--- src/rtl/dis_gpu_interface_pkg.sv ---
// Shared dispatcher package.
// Holds the default widths used by the dispatcher blocks and the one-hot
// state encoding of the alloc FSM. The one-hot encoding matches the other
// dispatcher FSMs.
package dis_gpu_interface_pkg;

  localparam int DIS_NUMBER_CU               = 64;
  localparam int DIS_CU_ID_WIDTH             = 6;
  localparam int DIS_WG_ID_WIDTH             = 15;
  localparam int DIS_WF_COUNT_WIDTH          = 4;
  localparam int DIS_DEALLOC_FIFO_ADDR_WIDTH = 2;

  typedef enum logic [1:0] {
    ST_IDLE     = 2'b01,
    ST_DISPATCH = 2'b10
  } alloc_state_t;

endpackage

--- src/rtl/dis_dealloc_fifo.sv ---
// Synchronous FIFO for workgroup-completion reports.
// Ports:
//   clk, rst     : clock, synchronous active-low reset
//   push_valid   : producer offers push_data
//   push_data    : entry to enqueue
//   push_ready   : FIFO not full (no same-cycle bypass from a pop)
//   pop_en       : consume the head (ignored while empty)
//   head_valid   : FIFO not empty
//   head_data    : current head, read from registered storage
// Pointers carry one extra bit so full and empty are distinguishable.
module dis_dealloc_fifo #(
  parameter int ADDR_W  = 2,
  parameter int ENTRY_W = 21
) (
  input  logic               clk,
  input  logic               rst,
  input  logic               push_valid,
  input  logic [ENTRY_W-1:0] push_data,
  output logic               push_ready,
  input  logic               pop_en,
  output logic               head_valid,
  output logic [ENTRY_W-1:0] head_data
);

  localparam int DEPTH = 1 << ADDR_W;
  localparam logic [ADDR_W:0] PTR_ONE = 1;

  logic [ENTRY_W-1:0] mem [DEPTH];
  logic [ADDR_W:0]    wr_ptr;
  logic [ADDR_W:0]    rd_ptr;
  logic               full;
  logic               empty;
  logic               push;
  logic               pop;

  assign empty = (wr_ptr == rd_ptr);
  assign full  = (wr_ptr[ADDR_W] != rd_ptr[ADDR_W]) &&
                 (wr_ptr[ADDR_W-1:0] == rd_ptr[ADDR_W-1:0]);

  // Readiness depends only on the current fill level, so a pop in the same
  // cycle cannot open a slot for a push while full.
  assign push_ready = !full;
  assign push       = push_valid && !full;
  assign pop        = pop_en && !empty;

  assign head_valid = !empty;
  assign head_data  = mem[rd_ptr[ADDR_W-1:0]];

  // Storage is cleared on reset so the head reads zero out of reset.
  always_ff @(posedge clk) begin
    if (!rst) begin
      wr_ptr <= '0;
      rd_ptr <= '0;
      for (int i = 0; i < DEPTH; i++) begin
        mem[i] <= '0;
      end
    end else begin
      if (push) begin
        mem[wr_ptr[ADDR_W-1:0]] <= push_data;
        wr_ptr                  <= wr_ptr + PTR_ONE;
      end
      if (pop) begin
        rd_ptr <= rd_ptr + PTR_ONE;
      end
    end
  end

endmodule

--- src/rtl/dis_gpu_interface.sv ---
// Dispatcher-side bridge between the dispatch controller and the CUs.
// Alloc path: latches an approved WG and presents it to the target CU over
// a valid/ready handshake; alloc_available is low while it is outstanding.
// Dealloc path: queues CU completion reports and presents the head to the
// controller until it pulses dealloc_valid.
// Ports:
//   clk, rst                          : clock, synchronous active-low reset
//   dis_controller_wg_alloc_valid     : pulse, dispatch the pending WG
//   alloc_wg_id/alloc_cu_id/alloc_wf_count : pending WG attributes
//   dis_controller_wg_dealloc_valid   : pulse, FIFO head consumed
//   gpu_interface_alloc_available     : dispatch channel idle
//   gpu_interface_dealloc_available   : completion FIFO non-empty
//   gpu_interface_cu_id/_dealloc_wg_id: completion FIFO head
//   dispatch_valid/_cu_id/_wg_id/_wf_count, dispatch_ready : CU dispatch
//   cu_wg_done_valid/_cu_id/_wg_id, cu_wg_done_ready        : CU reports
module dis_gpu_interface
  import dis_gpu_interface_pkg::*;
#(
  parameter int CU_ID_WIDTH             = DIS_CU_ID_WIDTH,
  parameter int WG_ID_WIDTH             = DIS_WG_ID_WIDTH,
  parameter int WF_COUNT_WIDTH          = DIS_WF_COUNT_WIDTH,
  parameter int DEALLOC_FIFO_ADDR_WIDTH = DIS_DEALLOC_FIFO_ADDR_WIDTH
) (
  input  logic                      clk,
  input  logic                      rst,
  input  logic                      dis_controller_wg_alloc_valid,
  input  logic [WG_ID_WIDTH-1:0]    alloc_wg_id,
  input  logic [CU_ID_WIDTH-1:0]    alloc_cu_id,
  input  logic [WF_COUNT_WIDTH-1:0] alloc_wf_count,
  input  logic                      dis_controller_wg_dealloc_valid,
  output logic                      gpu_interface_alloc_available,
  output logic                      gpu_interface_dealloc_available,
  output logic [CU_ID_WIDTH-1:0]    gpu_interface_cu_id,
  output logic [WG_ID_WIDTH-1:0]    gpu_interface_dealloc_wg_id,
  output logic                      dispatch_valid,
  output logic [CU_ID_WIDTH-1:0]    dispatch_cu_id,
  output logic [WG_ID_WIDTH-1:0]    dispatch_wg_id,
  output logic [WF_COUNT_WIDTH-1:0] dispatch_wf_count,
  input  logic                      dispatch_ready,
  input  logic                      cu_wg_done_valid,
  input  logic [CU_ID_WIDTH-1:0]    cu_wg_done_cu_id,
  input  logic [WG_ID_WIDTH-1:0]    cu_wg_done_wg_id,
  output logic                      cu_wg_done_ready
);

  localparam int ENTRY_W = CU_ID_WIDTH + WG_ID_WIDTH;

  alloc_state_t              state;
  alloc_state_t              state_nxt;
  logic                      load_wg;
  logic [WG_ID_WIDTH-1:0]    wg_id_p1;
  logic [CU_ID_WIDTH-1:0]    cu_id_p1;
  logic [WF_COUNT_WIDTH-1:0] wf_count_p1;
  logic [ENTRY_W-1:0]        head_data;

  // Alloc FSM: state register
  always_ff @(posedge clk) begin
    if (!rst) begin
      state <= ST_IDLE;
    end else begin
      state <= state_nxt;
    end
  end

  // Alloc FSM: next state and outputs. A pulse seen while dispatching is
  // dropped so the fields the CU is looking at never change under it.
  always_comb begin
    state_nxt                     = state;
    load_wg                       = 1'b0;
    gpu_interface_alloc_available = 1'b0;
    dispatch_valid                = 1'b0;
    case (state)
      ST_IDLE: begin
        gpu_interface_alloc_available = 1'b1;
        if (dis_controller_wg_alloc_valid) begin
          load_wg   = 1'b1;
          state_nxt = ST_DISPATCH;
        end
      end
      ST_DISPATCH: begin
        dispatch_valid = 1'b1;
        if (dispatch_ready) begin
          state_nxt = ST_IDLE;
        end
      end
      default: begin
        state_nxt = ST_IDLE;
      end
    endcase
  end

  // Latched WG attributes (stage p1, one edge after the alloc pulse)
  always_ff @(posedge clk) begin
    if (!rst) begin
      wg_id_p1    <= '0;
      cu_id_p1    <= '0;
      wf_count_p1 <= '0;
    end else if (load_wg) begin
      wg_id_p1    <= alloc_wg_id;
      cu_id_p1    <= alloc_cu_id;
      wf_count_p1 <= alloc_wf_count;
    end
  end

  assign dispatch_wg_id    = wg_id_p1;
  assign dispatch_cu_id    = cu_id_p1;
  assign dispatch_wf_count = wf_count_p1;

  dis_dealloc_fifo #(
    .ADDR_W  (DEALLOC_FIFO_ADDR_WIDTH),
    .ENTRY_W (ENTRY_W)
  ) u_dealloc_fifo (
    .clk        (clk),
    .rst        (rst),
    .push_valid (cu_wg_done_valid),
    .push_data  ({cu_wg_done_cu_id, cu_wg_done_wg_id}),
    .push_ready (cu_wg_done_ready),
    .pop_en     (dis_controller_wg_dealloc_valid),
    .head_valid (gpu_interface_dealloc_available),
    .head_data  (head_data)
  );

  assign gpu_interface_cu_id         = head_data[ENTRY_W-1:WG_ID_WIDTH];
  assign gpu_interface_dealloc_wg_id = head_data[WG_ID_WIDTH-1:0];

endmodule

--- config.mk ---
export PLATFORM = sky130hd
export DESIGN_NAME = dis_gpu_interface
export DESIGN_NICKNAME = d
export VERILOG_FILES = /design/src/rtl/dis_gpu_interface_pkg.sv /design/src/rtl/dis_dealloc_fifo.sv /design/src/rtl/dis_gpu_interface.sv
export SDC_FILE = /design/constraint.sdc
export NUM_CORES = 1
export LEC_CHECK = 0
export CORE_ASPECT_RATIO = 1.25
export CORE_MARGIN = 2
export CORE_UTILIZATION = 40
export CTS_CLUSTER_SIZE = 28
export DETAILED_ROUTE_END_ITERATION = 16
export PLACE_DENSITY = 0.7
export SLEW_MARGIN = 15
export SYNTH_ARGS = -nofsm -noshare
export SYNTH_HDL_FRONTEND = slang
export SYNTH_HIERARCHICAL = 1
export SYNTH_SLANG_ARGS = --single-unit
--- constraint.sdc ---
create_clock -name clk -period 3.4 [get_ports clk]
set_input_delay 0.85 -clock clk [delete_from_list [all_inputs] [get_ports clk]]
set_output_delay 0.85 -clock clk [all_outputs]
set_load 0.05 [all_outputs]
# [Word level (Yosys, flattened, before mapping)]
# Memories as Yosys holds them, arrays and structs flattened. A register that Yosys moved wholly into a read port is not among the register bits.
# Cells that the tools add are included.
[word_totals] reg_bits=33 ramBits=84 elab_cells=39 n_memories=1
[op_classes] addsub=2 eq_ne=7 n_mux=16 n_reduce_logical=7
[memory_table] memory="u_dealloc_fifo.mem" words=4 width=21 rd=1 rd_clocked_by_memory_dff=1 write_ports=4 line_no="dis_dealloc_fifo.sv:28" rtl="logic [ENTRY_W-1:0] mem [DEPTH];"
[ops] operator="2-to-1 mux 21 bit" n=1
[ops] operator="OR reduction 21 bit" n=1
[ops] operator="2-to-1 mux 2 bit" n=5
[ops] operator="2-to-1 mux 1 bit" n=9
[ops] operator="adder 3 x 1 -> 3 bit, second input constant" n=2
[ops] operator="!= test 2 bit, second input constant" n=2
[ops] operator="case mux 2 bit (2 select lines)" n=1
[ops] operator="== test 3 bit" n=1
[ops] operator="logical AND 1 bit" n=3
[ops] operator="== test 2 x 1 -> 1 bit, second input constant" n=1
[ops] operator="== test 2 bit" n=1
[ops] operator="== test 2 bit, second input constant" n=1
[ops] operator="zero test 1 bit" n=2
[ops] operator="AND reduction 2 bit" n=1
[ops] operator="!= test 1 bit" n=1

# [Longest topological paths before layout]
# Gate-level depths: netlist of run 1.
[logic_depth] depth_word=9 mapped_depth=5

# [Hierarchy]
# Netlist of run 1, hierarchy kept.
[modules_own_cells] module="dis_dealloc_fifo" n_inst=1 cells_per_inst=302 area_each_um2=4083.9
[modules_own_cells] module="dis_gpu_interface" n_inst=1 cells_per_inst=117 area_each_um2=1091.0

# [Worst setup path after synthesis of run 1]
# No wires, ideal clock.
[synth_timing] path_kind="register to register" startpoint="register u_dealloc_fifo.rd_ptr[0]" endpoint="memory u_dealloc_fifo.mem[0][0], enable pin" setup_time_ns=0.432 arrival_time_ns=2.687 slack_ns=0.281 stages_incl_launch_ff=4 synth_period_minus_slack_ns=3.119 path_cell_list="dfxtp_1 -> xor2_1 -> o31ai_1 -> o31ai_1"
[synth_lines] element="start: declaration" line_no="dis_dealloc_fifo.sv:30" rtl="logic [ADDR_W:0] rd_ptr;"
[synth_lines] element="start signal: assignment" line_no="dis_dealloc_fifo.sv:63" rtl="rd_ptr <= rd_ptr + PTR_ONE;"
[synth_lines] element="end: declaration" line_no="dis_dealloc_fifo.sv:28"

# [Worst setup path in the final report of run 1]
[layout_timing] startpoint="register u_dealloc_fifo.rd_ptr[0]" endpoint="output gpu_interface_dealloc_available"
[layout_between] elab_chain_cells=2
[layout_rtl] element="== test 3 bit" line_no="dis_dealloc_fifo.sv:36" rtl="assign empty = (wr_ptr == rd_ptr);"
[layout_rtl] element="zero test 1 bit" line_no="dis_dealloc_fifo.sv:46" rtl="assign head_valid = !empty;"
[layout_rtl] element="end: declaration" line_no="dis_gpu_interface.sv:32" rtl="output logic gpu_interface_dealloc_available,"
# Every way passes these cells.

==> results.md, run 1 <==
- Main area contributors after synthesis: edfxtp_1, dfxtp_1, mux4_2, nor2_1, nand2_1
- Wire length of the first global-routing pass: 19090 um
- Arrival time of data at the critical path endpoint: between 2000 and 2500 ps
- CTS tree: yes
- Reg clk slew, reported paths: approximately 60 ps
- Max clock buf depth: 2
- Ports placed on the boundary: between 100 and 150
- Required time at the endpoint of the critical path: 2550 ps
- Ratio of routed vias to standard cells: between 5 and 6
- Wire length per cell after detailed routing: ~16 um
- Row count: 46
- Area of the core: ~13000 um2
- Number of antenna diodes: 0
- DIE WIDTH: between 100 and 150 um
- Number of cells upsized or downsized after cts: 0
- Worst slack after detailed placement: 634.8 ps
- Total vias in the final route: around 3600
- Routability cong.: between 0.7 and 0.8
- Detailed-route DRC error count: 0
- Final worst-path setup slack: around 350 ps
- Clock latency on the worst-skew pair: 410 ps
- Maximum capacitance violations: 0
- GR Util All Layers: 0.1755
- Die Outline Area: 13870 um2
- Xor/xnor cell area share of the yosys netlist: 0.01161
- Fill cell count: roughly 1100
- Cell type with the largest total area after synthesis: edfxtp_1
- Hold wc startpoint: dispatch_cu_id[4]
- H-tree level count: 4
- Commonest non-fill, non-tap cells in the layout: nor2_1, edfxtp_1, nand2_1
- Unrepaired setup endpoints after global routing: no
- Finish-stage setup viols: 0
- Antenna violation net count after detailed routing: 0
- Number of pins exceeding their max-slew limit in the final report: 0
- Met2 wire length: 6255 um
- Simple-gate area share of the yosys netlist: 0.1538
- Origin of the worst setup path: u_dealloc_fifo/rd_ptr[0]
- Via count of the first global-routing pass: ~3900
- Yosys warning total: 6
- FF-to-FF Start: u_dealloc_fifo/wr_ptr[0]
- Endpoint type of the worst setup path: output port
- Starting density of the core: 0.4087
- CP max FO: 7
- Port buffer count: between 100 and 150
- Main combinational cell family by area after synthesis: simple AND/OR/NAND/NOR gates
- Overflow left after global routing: 0
- Post-synthesis share of cell area spent on full adders, half adders and majority gates: 0.004836
- Synth Area per Inst: roughly 12 um2
- Routed wl met3: 729 um
- Element type at the critical path start: flop
- Compound-gate portion of the synthesized area: 0.03312
- Detailed-router iteration count before antenna repair: 4
- Kind of path behind the tightest hold check: reg -> reg
- Post-synth top flop: edfxtp_1
- Post-Synthesis Cells: approximately 420
- Static leakage power: between 2 and 3 nW
- Combined area of all synthesized cells: just over 5000 um2
- Highest Clock Rate: between 300 and 400 MHz
- Sequential share of the synthesized area: 0.6228
- Setup CP Type: reg -> out
- Number of post-CTS setup repair buffers: 0
- Clk root buf: clkbuf_16
- Total wire length: between 10000 and 15000 um
- Overall Power: 5.321 mW
- Slew at the pin with the worst max-slew slack: between 1000 and 1500 ps
- Pwr dens: about 770 nW/um2
- Distinct cells, synth: just over 40
- DR iter-0 viols: ~230
- Inserted Clock Buffers: 17
- Time the final worst path needs with I/O delays and setup: ~3000 ps
- Half-perimeter wire length after placement: ~7600 um
- Number of hold violations in the final report: 0
- Maximum ir drop on the vdd rail: 340.7 uV
- Share of layout cells above drive strength 1: 0.1800
- Initial antenna violation count: 0
- Net count reported at finish: a little under 600
- Die Span Y: approximately 130 um
- Met1 routed wirelength after detailed routing: around 4600 um
- Net count after synthesis: about 470
- Sequential cell area in the final layout: about 3200 um2
- CTS Sinks: between 100 and 150
- Tcrit/Tclk final: 0.8968
- Number of enable-type register cells in the synthesized netlist: 84
- Async SR Flop Fraction: 0
- Top sig layer: met4
- Pin count of the biggest net entering global routing: 53
- Mux share of post-synthesis cell area: 0.1397
- Share of the synthesized area in the top cell type: 0.4874
- Multi-input gate area in the final layout: around 1800 um2
- Quantity of hold-fixing buffers added after cts: 0
- Clock skew after layout: approximately 4.5 ps
- #FFs+latches synth: 119
- Final total negative setup slack: 0 ps
- Rel. slew slack: 0.2849
- Area Overhead vs Synth: 34.36%
- Status: finished, final reports clean
-- worst paths after layout --
path                                                         to  slack [ps]  cells after the start
worst max-delay path            gpu_interface_dealloc_available         350                      3
worst min register to register                dispatch_cu_id[4]         460                      2
worst max register to register        u_dealloc_fifo/mem[2][12]         840                      5
worst min-delay path                          dispatch_cu_id[4]         460                      2
-- metrics by stage --
step,util,hold WS [ps],cells,instance area (um2)
2_1_floorplan,-,518.8,419,5175
3_5_place_dp,0.4997,452.0,675,6327
3_3_place_gp,0.4997,441.2,675,6327
6_report,0.5491,457.5,707,6953
5_1_grt,0.5491,473.5,707,6953
4_1_cts,0.5491,458.6,707,6953
-- power by group --
| group | switching [mW] | internal [mW] |
|---|---|---|
| clock network | 0.652 | 1.23 |
| logic | 1.06 | 0.578 |
| registers | 0.0744 | 1.73 |
-- layer usage --
layer	up-vias	global-route usage
li1	1710	-
met1	1774	0.2000
met2	120	0.3172
met3	12	0.06002
met4	0	0.03655
met5	-	0
-- layout make-up --
cell class,count,share of cell area
Tap cell,168,0.03023
Multi-Input combinational cell,269,0.2604
Clock buffer,17,0.06118
Sequential cell,119,0.4636
Clock inverter,15,0.02879
Inverter,4,0.002159
Timing Repair Buffer,115,0.1537
-- worst max-delay path, stage by stage (launching register included) --
cell	delay (ps)
dfxtp_1	380
xnor2_1	510
nand3_1	170
clkdlybuf4s50_1	730
-- flip-flops by register name (all words and copies together) (netlist names), named ones only --
| name | cells |
|---|---|
| dispatch_cu_id | 6 |
| u_dealloc_fifo/rd_ptr | 3 |
| state | 2 |
| u_dealloc_fifo/mem | 84 |
| dispatch_wf_count | 4 |
| u_dealloc_fifo/wr_ptr | 3 |
| dispatch_wg_id | 15 |
-- kinds of logic (layout without fill, tap and decap cells) --
kind of cell    after synthesis  after routing
fa+ha+maj                     2              2
xor+xnor                      6              6
mux                          46             46
flops                       119            119
simple gates                191            191
compound gates               24             24
buf+inv                      31            151
-- synthesized netlist by cell type, types with 2 or more instances --
cell type and number:
edfxtp_1 84, nor2_1 84, nand2_1 80, dfxtp_1 35
mux2i_1 25, mux4_2 21, clkbuf_1 12, buf_2 8
a21oi_1 5, nand3b_1 5, buf_4 4, o21ai_0 4
or3_1 4, inv_1 3, nor2b_1 3, nor3_1 3
nor4_1 3, o31a_1 3, o31ai_1 3, xor2_1 3
a311o_1 2, and2_1 2, ha_1 2, nand3_1 2
o22ai_1 2, xnor2_1 2
(Power assumes the default switching activity.)
==> run 2: changes to the inputs <==
--- a/config.mk
+++ b/config.mk
@@ -10,7 +10,7 @@
 export CORE_UTILIZATION = 40
 export CTS_CLUSTER_SIZE = 28
 export DETAILED_ROUTE_END_ITERATION = 16
-export PLACE_DENSITY = 0.7
+export PLACE_DENSITY = 0.63
 export SLEW_MARGIN = 15
 export SYNTH_ARGS = -nofsm -noshare
 export SYNTH_HDL_FRONTEND = slang
==> run 2 against run 1 <==
- combinational power about the same
- clock skew rose by 3.9 ps
- critical path depth unchanged
- maximum frequency down 6.1%
- routed wire length is 0.22% lower
- sequential cell count did not move
- sequential power is essentially flat
- non-clock buffer count is 1 lower
- first-iteration DRC count shrank 35%
- via count down 2.6%
- critical path type unchanged
- critical endpoint unchanged
- largest cell class unchanged
==> results.md, run 2 (same netlist as run 1, synthesis figures left out) <==
- Maximum ir drop on the vdd rail: 333.2 uV (was 340.7 uV)
- Number of post-CTS setup repair buffers: 0 (unchanged)
- Worst hold margin: 454.0 ps (was 457.5 ps)
- Total vias in the final route: 3522 (was 3616)
- Final total negative setup slack: 0 ps (unchanged)
- CTS Sinks: 119 (unchanged)
- Highest Clock Rate: 307.9 MHz (was 328.0 MHz)
- Antenna violation net count after detailed routing: 0 (unchanged)
- H-tree level count: 4 (unchanged)
- Quantity of hold-fixing buffers added after cts: 0 (unchanged)
- Share of layout cells above drive strength 1: 0.1803 (was 0.1800)
- Element type at the critical path start: flop (unchanged)
- Maximum capacitance violations: 0 (unchanged)
- Number of hold violations in the final report: 0 (unchanged)
- Inserted Clock Buffers: 17 (unchanged)
- Reg clk slew, reported paths: 60 ps (about the same)
- Area Overhead vs Synth: 34.04% (was 34.36%)
- Static leakage power: 2.610 nW (was 2.622 nW)
- Origin of the worst setup path: u_dealloc_fifo/wr_ptr[0] (was u_dealloc_fifo/rd_ptr[0])
- Status: finished, final reports clean (unchanged)
- Unrepaired setup endpoints after global routing: no (unchanged)
- Cell area after placement: 6307 um2 (was 6327 um2)
- Ratio of routed vias to standard cells: 4.989 (was 5.115)
- Total wire length: 11600 um (was 11630 um)
- Die Span Y: 131.2 um (unchanged)
- Pwr dens: 767.3 nW/um2 (was 765.3 nW/um2)
- CP max FO: 13 (was 7)
- Slew at the pin with the worst max-slew slack: 999.8 ps (was 1064 ps)
- Clk root buf: clkbuf_16 (unchanged)
- Number of pins exceeding their max-slew limit in the final report: 0 (unchanged)
- Area of the core: 12660 um2 (unchanged)
- Detailed-route DRC error count: 0 (unchanged)
- Number of cells upsized or downsized after cts: 0 (unchanged)
- Routability cong.: 0.7998 (was 0.7902)
- Rel. slew slack: 0.3278 (was 0.2849)
- Starting density of the core: 0.4087 (unchanged)
- Port buffer count: 101 (unchanged)
- Kind of path behind the tightest hold check: reg -> reg (unchanged)
- Wire length of the first global-routing pass: 18910 um (was 19090 um)
- Clock latency on the worst-skew pair: 410 ps (about the same)
- FF-to-FF Start: u_dealloc_fifo/wr_ptr[0] (unchanged)
- Time the final worst path needs with I/O delays and setup: 3247 ps (was 3049 ps)
- Detailed-router iteration count before antenna repair: 4 (unchanged)
- Initial antenna violation count: 0 (unchanged)
- Largest register by flop count: u_dealloc_fifo/mem (unchanged)
- Finish-stage setup viols: 0 (unchanged)
- Max FFs per register: 84 (unchanged)
- CTS tree: yes (unchanged)
- DIE WIDTH: 105.7 um (unchanged)
- Die Outline Area: 13870 um2 (unchanged)
- Ports placed on the boundary: 102 (unchanged)
- Design area: 6937 um2 (was 6953 um2)
- Via count of the first global-routing pass: 3720 (was 3850)
- Net count reported at finish: 579 (was 580)
- Final worst-path setup slack: 152.6 ps (was 350.8 ps)
- Commonest non-fill, non-tap cells in the layout: nor2_1, edfxtp_1, nand2_1 (unchanged)
- DR iter-0 viols: 153 (was 234)
- Pin count of the biggest net entering global routing: 53 (unchanged)
- Row count: 46 (unchanged)
- Endpoint type of the worst setup path: output port (unchanged)
- Arrival time of data at the critical path endpoint: 2400 ps (was 2200 ps)
- Setup CP Type: reg -> out (unchanged)
- Wire length per cell after detailed routing: 16.43 um (was 16.44 um)
- Required time at the endpoint of the critical path: 2550 ps (about the same)
- Max clock buf depth: 2 (unchanged)
- Hold wc startpoint: dispatch_cu_id[1] (was dispatch_cu_id[4])
- Half-perimeter wire length after placement: 7183 um (was 7564 um)
- GR Util All Layers: 0.1779 (was 0.1755)
- Number of antenna diodes: 0 (unchanged)
- Worst slack after detailed placement: 599.1 ps (was 634.8 ps)
- Overflow left after global routing: 0 (unchanged)
- Clock skew after layout: 8.479 ps (was 4.532 ps)
- Tcrit/Tclk final: 0.9551 (was 0.8968)
[run 2: final timing paths]
| kind | endpoint | slack, ps | depth (start not counted) |
|---|---|---|---|
| worst min register to register | dispatch_cu_id[1] | 450 | 2 |
| worst max-delay path | gpu_interface_dealloc_available | 150 | 3 |
| worst min-delay path | dispatch_cu_id[1] | 450 | 2 |
| worst max register to register | u_dealloc_fifo/mem[3][20] | 770 | 4 |
[run 2: worst max-delay path, stage by stage (launching register included)]
cell,delay (ps)
dfxtp_1,670
xnor2_1,320
nand3_1,180
clkdlybuf4s50_1,810
[run 2: layout make-up]
type | instances | area (um2)
fillers | 1083 | 5725
flip-flops and latches | 119 | 3223
multi-input cells | 269 | 1810
repair buffers | 114 | 1049
clock buffers | 17 | 425.4
well taps | 168 | 210.2
clock inverters | 15 | 203.9
inverters | 4 | 15.01
[run 2: where the power goes]
group | internal [mW] | leakage (nW) | switching, mW
clock network | 1.23 | 0.295 | 0.659
registers | 1.73 | 1.17 | 0.0816
logic | 0.572 | 1.15 | 1.05
total | 3.53 | 2.61 | 1.79
[run 2: routing by layer]
| metal | GRT usage | vias to the layer above | part of all wire |
|---|---|---|---|
| met5 | 0 | - | 0 |
| met4 | 0.05263 | 0 | 0.011 |
| met3 | 0.06548 | 14 | 0.072 |
| met2 | 0.3018 | 114 | 0.53 |
| met1 | 0.2104 | 1691 | 0.39 |
| li1 | - | 1703 | - |
[run 2: stage by stage]
step	total power, mW	utilization	std cells
6_report	5.322	0.5478	706
5_1_grt	5.541	0.5478	706
4_1_cts	5.385	0.5478	706
3_5_place_dp	3.481	0.4981	674
3_3_place_gp	3.461	0.4981	674
2_1_floorplan	2.993	-	419
==> run 3: changes to the inputs <==
--- a/config.mk
+++ b/config.mk
@@ -11,6 +11,7 @@
 export CTS_CLUSTER_SIZE = 28
 export DETAILED_ROUTE_END_ITERATION = 16
 export PLACE_DENSITY = 0.63
+export RECOVER_POWER = 50
 export SLEW_MARGIN = 15
 export SYNTH_ARGS = -nofsm -noshare
 export SYNTH_HDL_FRONTEND = slang
==> run 3 against run 2 <==
- the run now ends with capacitance limit, slew limit left
- global-route usage unchanged
- power about the same
- worst setup slack improved by 3.6 ps
- critical path depth unchanged
- count of clock-buffer cells in the layout stayed put
- clock skew shrank 0.72 ps
- routed wire length is 0.14% lower
- critical endpoint unchanged
- highest routed layer unchanged
==> results.md, run 3 (same netlist as run 1, synthesis figures left out) <==
- CP max FO: 13 (unchanged)
- Detailed-route DRC error count: 0 (unchanged)
- Rel. slew slack: -0.3126 (was 0.3278)
- Share of layout cells above drive strength 1: 0.1766 (was 0.1803)
- Wire length per cell after detailed routing: 16.41 um (was 16.43 um)
- FF-to-FF Start: u_dealloc_fifo/wr_ptr[0] (unchanged)
- Unrepaired setup endpoints after global routing: no (unchanged)
- Setup CP Type: reg -> out (unchanged)
- Finish-stage setup viols: 0 (unchanged)
- Slew at the pin with the worst max-slew slack: 1969 ps (was 999.8 ps)
- End-of-flow core utilization: 0.5472 (was 0.5478)
- Number of cells upsized or downsized after cts: 0 (unchanged)
- Worst slack after detailed placement: 599.1 ps (unchanged)
- Final total negative setup slack: 0 ps (unchanged)
- Reg clk slew, reported paths: 60 ps (about the same)
- Maximum ir drop on the vdd rail: 333.3 uV (was 333.2 uV)
- Total vias in the final route: 3522 (unchanged)
- Clock latency on the worst-skew pair: 410 ps (about the same)
- Arrival time of data at the critical path endpoint: 2390 ps (was 2400 ps)
- Clk root buf: clkbuf_16 (unchanged)
- Pin count of the biggest net entering global routing: 53 (unchanged)
- Final worst-path setup slack: 156.2 ps (was 152.6 ps)
- Violated checks: capacitance limit, slew limit
- Path depth of the worst reg2reg path: 4 (unchanged)
- Element type at the critical path start: flop (unchanged)
- Initial antenna violation count: 0 (unchanged)
- Total wire length: 11590 um (was 11600 um)
- Area Overhead vs Synth: 33.90% (was 34.04%)
- Highest Clock Rate: 308.3 MHz (was 307.9 MHz)
- Net count reported at finish: 579 (unchanged)
- Capture point of the worst reg-to-reg path: u_dealloc_fifo/mem[3][20] (unchanged)
- Maximum capacitance violations: 1 (was 0)
- Max clock buf depth: 2 (unchanged)
- Max FFs per register: 84 (unchanged)
- Pwr dens: 767.5 nW/um2 (was 767.3 nW/um2)
- Detailed-router iteration count before antenna repair: 4 (unchanged)
- H-tree level count: 4 (unchanged)
- Area of the core: 12660 um2 (unchanged)
- Clock skew after layout: 7.761 ps (was 8.479 ps)
- Number of hold violations in the final report: 0 (unchanged)
- CTS Sinks: 119 (unchanged)
- Largest register by flop count: u_dealloc_fifo/mem (unchanged)
- Reg-to-reg slack, setup: 780 ps (was 770 ps)
- Placed Cells: 674 (unchanged)
- Half-perimeter wire length after placement: 7183 um (unchanged)
- Ports placed on the boundary: 102 (unchanged)
- Antenna violation net count after detailed routing: 0 (unchanged)
- Inserted Clock Buffers: 17 (unchanged)
- Wire length of the first global-routing pass: 18910 um (unchanged)
- Starting density of the core: 0.4087 (unchanged)
- Status: finished, violations left (was finished, final reports clean)
- Worst hold margin: 451.0 ps (was 454.0 ps)
- CTS tree: yes (unchanged)
- Die Outline Area: 13870 um2 (unchanged)
- Kind of path behind the tightest hold check: reg -> reg (unchanged)
- Time the final worst path needs with I/O delays and setup: 3244 ps (was 3247 ps)
- Number of post-CTS setup repair buffers: 0 (unchanged)
- Via count of the first global-routing pass: 3720 (unchanged)
- Hold wc startpoint: dispatch_cu_id[1] (unchanged)
- Worst hold endpoint: dispatch_cu_id[1] (unchanged)
- Static leakage power: 2.622 nW (was 2.610 nW)
- Ratio of routed vias to standard cells: 4.989 (unchanged)
- Quantity of hold-fixing buffers added after cts: 0 (unchanged)
- Non-filler instance count after layout: 706 (unchanged)
- Tcrit/Tclk final: 0.9541 (was 0.9551)
- GR Util All Layers: 0.1779 (unchanged)
- Row count: 46 (unchanged)
- WHS Path Cells: 2 (unchanged)
- DIE WIDTH: 105.7 um (unchanged)
- Endpoint type of the worst setup path: output port (unchanged)
- Routability cong.: 0.7998 (unchanged)
- Number of antenna diodes: 0 (unchanged)
- Die Span Y: 131.2 um (unchanged)
- DR iter-0 viols: 153 (unchanged)
- Fill cell count: 1085 (was 1083)
- Required time at the endpoint of the critical path: 2550 ps (about the same)
- Port buffer count: 101 (unchanged)
- Number of pins exceeding their max-slew limit in the final report: 53 (was 0)
- Commonest non-fill, non-tap cells in the layout: nor2_1, edfxtp_1, nand2_1 (unchanged)
- Overflow left after global routing: 0 (unchanged)
run 3: cell types whose count changed in the layout (fill, tap and decap cells not counted):
| cell | previous run | this run |
|---|---|---|
| clkbuf_1 | 0 | 2 |
| clkbuf_2 | 0 | 1 |
| buf_2 | 1 | 0 |
| buf_4 | 35 | 33 |
| dlygate4sd3_1 | 0 | 8 |
| clkdlybuf4s50_1 | 78 | 70 |
run 3: critical path: stages, from the launching register on:
cell	delay (ps)
dfxtp_1	670
xnor2_1	320
nand3_1	180
clkdlybuf4s50_1	810
run 3: per-stage QoR:
step           instance area (um2)  total power [mW]
4_1_cts                       6937             5.385
3_5_place_dp                  6307             3.481
3_3_place_gp                  6307             3.461
6_report                      6929             5.318
5_1_grt                       6929             5.538
2_1_floorplan                 5175             2.993
run 3: area by class of cell:
type	count	area, um2	share of cell area
well taps	168	210.2	0.03034
flip-flops and latches	119	3223	0.4651
clock buffers	17	425.4	0.06139
inverters	4	15.01	0.002167
multi-input cells	269	1810	0.2613
clock inverters	15	203.9	0.02943
repair buffers	114	1041	0.1502
run 3: worst max-delay path by stage:
stage | end | cells after the start | startpoint | slack (ps)
6_report | gpu_interface_dealloc_available | 3 | u_dealloc_fifo/wr_ptr[0] | 160
5_1_grt | gpu_interface_dealloc_available | 3 | u_dealloc_fifo/wr_ptr[0] | 20
4_1_cts | gpu_interface_dealloc_available | 3 | u_dealloc_fifo/wr_ptr[0] | 140
3_5_place_dp | gpu_interface_dealloc_available | 3 | u_dealloc_fifo/wr_ptr[0] | 600
3_3_place_gp | gpu_interface_dealloc_available | 3 | u_dealloc_fifo/wr_ptr[0] | 630
2_1_floorplan | u_dealloc_fifo/mem[0][0] | 3 | u_dealloc_fifo/rd_ptr[0] | 280
run 3: routing by layer:
metal,global-route usage,up-vias,routed length [um]
met5,0,-,0
met4,0.05263,0,133
met3,0.06548,14,833
met2,0.3018,109,6082
met1,0.2104,1694,4536
li1,-,1705,-
run 3: power breakdown:
part	switching [mW]	total, mW	internal [mW]	leakage, nW
Combinational	1.05	1.62	0.570	1.16
Clock	0.658	1.89	1.23	0.295
Sequential	0.0818	1.81	1.73	1.17
